### config.mk
export PLATFORM = sky130hd
export DESIGN_NAME = uart_fifo_tx
export DESIGN_NICKNAME = d
export VERILOG_FILES = /design/src/rtl/uart_fifo_tx.sv
export SDC_FILE = /design/constraint.sdc
export NUM_CORES = 1
export LEC_CHECK = 0
export BUFFER_PORTS_ARGS = -buffer_cell sky130_fd_sc_hd__buf_2
export CORE_ASPECT_RATIO = 1.1
export CORE_MARGIN = 4
export CORE_UTILIZATION = 61
export CTS_BUF_LIST = sky130_fd_sc_hd__clkbuf_8
export DETAILED_ROUTE_END_ITERATION = 7
export PLACE_DENSITY = 0.82
export SLEW_MARGIN = 10
export SYNTH_ARGS = -nofsm -noshare
export SYNTH_HDL_FRONTEND = slang
export SYNTH_SLANG_ARGS = --single-unit
### constraint.sdc
create_clock -name Clk -period 2.5 [get_ports Clk]
set_input_delay 0.125 -clock Clk [delete_from_list [all_inputs] [get_ports Clk]]
set_output_delay 0.125 -clock Clk [all_outputs]
set_load 0.1 [all_outputs]
### src/rtl/uart_fifo_tx.sv
// 8N1 UART transmitter that pulls bytes from a FIFO with registered read data.
// One-cycle read strobe, one wait cycle for the data, then start/8 data/stop bits.
module uart_fifo_tx #(
    parameter int unsigned CLKS_PER_BIT = 434
) (
    input  logic       Clk,
    input  logic       Rst,
    input  logic       EN,
    input  logic       fifo_empty,
    input  logic [7:0] fifo_data,
    output logic       fifo_rd,
    output logic       tx,
    output logic       busy,
    output logic       tx_done
);

    typedef enum logic [2:0] {IDLE, FETCH, WAIT, START, DATA, STOP} state_t;

    localparam logic [15:0] LAST = 16'(CLKS_PER_BIT - 1);

    state_t      state, state_n;
    logic [15:0] cnt, cnt_n;
    logic [2:0]  idx, idx_n;
    logic [7:0]  shreg, shreg_n;
    logic        tx_n, rd_n, busy_n, done_n;
    logic        bit_end;

    assign bit_end = (cnt == LAST);

    always_ff @(posedge Clk) begin
        if (Rst) begin
            state   <= IDLE;
            cnt     <= '0;
            idx     <= '0;
            shreg   <= '0;
            tx      <= 1'b1;
            fifo_rd <= 1'b0;
            busy    <= 1'b0;
            tx_done <= 1'b0;
        end else begin
            state   <= state_n;
            cnt     <= cnt_n;
            idx     <= idx_n;
            shreg   <= shreg_n;
            tx      <= tx_n;
            fifo_rd <= rd_n;
            busy    <= busy_n;
            tx_done <= done_n;
        end
    end

    // All outputs are registered: this block computes their next values.
    always_comb begin
        state_n = state;
        cnt_n   = cnt;
        idx_n   = idx;
        shreg_n = shreg;
        tx_n    = tx;
        rd_n    = 1'b0;
        busy_n  = busy;
        done_n  = 1'b0;
        case (state)
            IDLE: begin
                if (EN && !fifo_empty) begin
                    rd_n    = 1'b1;
                    busy_n  = 1'b1;
                    state_n = FETCH;
                end
            end
            FETCH: state_n = WAIT;
            WAIT: begin
                shreg_n = fifo_data;
                tx_n    = 1'b0;
                cnt_n   = '0;
                state_n = START;
            end
            START: begin
                if (bit_end) begin
                    cnt_n   = '0;
                    tx_n    = shreg[0];
                    state_n = DATA;
                end else begin
                    cnt_n = cnt + 16'd1;
                end
            end
            DATA: begin
                if (bit_end) begin
                    cnt_n = '0;
                    if (idx == 3'd7) begin
                        idx_n   = '0;
                        tx_n    = 1'b1;
                        state_n = STOP;
                    end else begin
                        // Bit 0 of the shift register is always the bit on the line.
                        idx_n   = idx + 3'd1;
                        shreg_n = {1'b0, shreg[7:1]};
                        tx_n    = shreg[1];
                    end
                end else begin
                    cnt_n = cnt + 16'd1;
                end
            end
            STOP: begin
                if (bit_end) begin
                    cnt_n   = '0;
                    busy_n  = 1'b0;
                    done_n  = 1'b1;
                    state_n = IDLE;
                end else begin
                    cnt_n = cnt + 16'd1;
                end
            end
            default: state_n = IDLE;
        endcase
    end

endmodule

==> impl_metrics.yaml <==
floorplan:
  floorplan.die_area_um2: 3750
  rows: 19
  placeable_core_area_um2: 2590
  die_w_um: 58.7
  floorplan.initialDensity: 0.666
  boundaryPins: 16
  vertical_die_dimension_um: 63.8
routing:
  met2_length_um: 1950
  post-route-drc-count: 0
  met3RoutedLength_um: 189
  detail_route.wl_per_cell_um: 15.3
  ant_nets: 0
  detail_routed_via_count_per_cell: 6.17
  met1Wirelength_um: 1580
  dr.pass1.iters: 4
  vias: 1530
  initialDrtViolationCount: 58
  routed_wl_um: 3790
  topRoutingLayerUsed: "met4"
global_routing:
  vias_in_the_first_global_route: 1510
  overall_global_routing_resource_usage: 0.233
  grt_remaining_overflow: 0
  pin_count_of_the_biggest_net_entering_global_routing: 26
  grt_antenna_before_repair: 0
  first_pass_grt_wire_length_um: 6760
clocking:
  clk-insertion-delay-late_ns: 0.29
  clk_transition_reported_paths_ns: 0.07
  cts-buffers-inserted: 5
  post_cts_resized: 0
  clkSinkCount: 34
  postCtsSetupRepairBufs: 0
  cts_max_path_buffers: 2
  cts_tree: "yes"
  ctsHoldBuffers: 0
  cts_htree_levels: 2
  cts-root-buf: "sky130_fd_sc_hd__clkbuf_8"
layout:
  layout.filler_cells: 199
  drive_gt1_frac: 0.189
  relative_area_change_from_synthesis_to_final_layout_pct: 12.1
  antenna-diode-count: 0
  layout.cells.most_common_list: "sky130_fd_sc_hd__dfxtp_1, sky130_fd_sc_hd__nand2_1, sky130_fd_sc_hd__nor2_1, sky130_fd_sc_hd__buf_2, sky130_fd_sc_hd__a21oi_1"
  most_common_library_cell_in_the_layout_ignoring_fill_and_taps: "sky130_fd_sc_hd__dfxtp_1"
  final_area_um2: 1940
  finish.net_count: 232
  finalCoreUtilization: 0.747
critical_path:
  worst-path-buf-inv: 1
  worst_path_largest_cell_delay_ns: 0.47
  crit_path_end_kind: "flip-flop"
  startpoint_type: "flip-flop"
  cpMaxStageDelayCell: "sky130_fd_sc_hd__or4b_4"
  critical-path-top-delay-family: "simple AND/OR/NAND/NOR gates"
  crit_arrival_ns: 2.44
  critPathRequiredTime_ns: 2.73
  critical_path.cell_chain: "ha_1, or4b_4, nor4_4, buf_4, and2b_2, o21ai_0, mux2i_1"
  crit_type: "flip-flop to flip-flop"
  cp_max_fo: 8
yosys:
  synth.cell_area_um2: 1730
  synth_top_area_cell: "sky130_fd_sc_hd__dfxtp_1"
  postSynthRegisterBits: 34
  post_synth_edffs: 0
  syn_nets: 213
  async_reset_ff_frac: 0
  seq_area_frac_synth: 0.394
  syn-instance-count: 197
  yosysWarningCount: 0
  synth_area_per_cell_um2: 8.76
  synthTopCellsByArea: "sky130_fd_sc_hd__dfxtp_1, sky130_fd_sc_hd__mux2i_1, sky130_fd_sc_hd__nand2_1"
  synth_top_cell_area_share: 0.394
  ys.flop_type: "sky130_fd_sc_hd__dfxtp_1"
  yosys.cell_types.count: 47
timing:
  finClkSkew_ns: 0.00946
  finalCritPeriodShare: 0.884
  layout_min_cycle_time_ns: 2.21
  setup_repair_after_global_routing_missed_its_margin: "false"
  finalHoldViolCount: 0
  timing.setup.tns_ns: 0
  tightestPinTransition_ns: 0.729
  drv_slew: 0
  setup_viol: 0
  fmax_mhz: 453
  max_slew_margin: 0.513
power:
  max-vdd-ir-drop_mv: 0.645
  total_power_w: 0.00110
  power_per_cell_area_nw_per_um2: 571
  total_leakage_power_nw: 0.693
worst_hold_path:
  worst_hold_path_type: "primary input to flip-flop"
placed_design:
  placed_cell_area_um2: 1840
  final_weighted_congestion_in_routability_driven_placement: 0.859
  dp_hpwl_um: 2680
  numPortBuffers: 15
run:
  drv.max_cap_violation_count: 0
outcome:
  status: "complete, no violations"
[where the power goes]
| part | switching [W] | internal (W) | total, W |
|---|---|---|---|
| registers | 0.0000106 | 0.000558 | 0.000569 |
| clock network | 0.000197 | 0.000218 | 0.000415 |
| logic | 0.0000790 | 0.0000419 | 0.000121 |
[stage by stage]
stage | hold WS (ns) | worst slack [ns] | instances
3_3_place_gp | 0.369 | 0.396 | 240
2_1_floorplan | 0.261 | 0.429 | 197
3_5_place_dp | 0.391 | 0.312 | 240
5_1_grt | 0.105 | 0.148 | 248
6_report | 0.0969 | 0.290 | 248
4_1_cts | 0.0939 | 0.290 | 248
[sequential cells by signal (all words and copies together) (netlist names)]
| register | flops |
|---|---|
| fifo_rd | 1 |
| tx_done | 1 |
| busy | 1 |
| tx | 1 |
| shreg | 8 |
| idx | 3 |
| cnt | 16 |
| state | 3 |
[final cells by class]
class                   count  area [um^2]  area share
multi-input cells         143          960       0.496
well taps                  31         38.8      0.0200
flip-flops and latches     34          681       0.352
clock inverters             2         8.76     0.00452
repair buffers             22          128      0.0659
inverters                  10         37.5      0.0194
clock buffers               6         82.6      0.0427
[logic make-up (layout without fill, tap and decap cells)]
logic type | count (synthesis) | after routing | share of synthesized area
and+or+nand+nor | 74 | 74 | 0.234
muxes | 11 | 11 | 0.0638
adders and majority gates | 4 | 4 | 0.0290
buffers and inverters | 20 | 40 | 0.0558
DFF | 34 | 34 | 0.394
xor gates and xnor gates | 2 | 2 | 0.0101
AOI/OAI and AO/OA | 52 | 52 | 0.213
[cells in the mapped netlist, types with 5 or more instances]
| cell | number |
|---|---|
| sky130_fd_sc_hd__a31oi_1 | 6 |
| sky130_fd_sc_hd__nand2_1 | 18 |
| sky130_fd_sc_hd__clkbuf_1 | 5 |
| sky130_fd_sc_hd__o21ai_0 | 8 |
| sky130_fd_sc_hd__inv_1 | 10 |
| sky130_fd_sc_hd__nor2b_1 | 6 |
| sky130_fd_sc_hd__nand3_1 | 10 |
| sky130_fd_sc_hd__nand4_1 | 6 |
| sky130_fd_sc_hd__a21oi_1 | 13 |
| sky130_fd_sc_hd__mux2i_1 | 11 |
| sky130_fd_sc_hd__a211oi_1 | 6 |
| sky130_fd_sc_hd__dfxtp_1 | 34 |
| sky130_fd_sc_hd__nor2_1 | 15 |
[metal layers]
layer  vias to the layer above  track usage
li1                        764            -
met1                       717        0.261
met2                        42        0.390
met3                         7       0.0785
met4                         0        0.116
met5                         -            0
[worst min-delay path: cells and delay by family]
family,cells,cell delay [ns]
buffers and inverters,1,0.10
AO/OA/AOI/OAI,1,0.05
AND/OR/NAND/NOR,1,0.06
[worst paths after layout]
check,cells after the start,endpoint,startpoint,slack [ns]
worst min register to register,2,idx[1]$_SDFFE_PP0P_,idx[1]$_SDFFE_PP0P_,0.47
worst min-delay path,3,shreg[7]$_SDFFE_PP0P_,fifo_data[7],0.1
worst max-delay path,7,tx$_SDFFE_PP1P_,cnt[0]$_SDFFE_PP0P_,0.29
worst max register to register,7,tx$_SDFFE_PP1P_,cnt[0]$_SDFFE_PP0P_,0.29
Power figures use the tool's default switching activity.
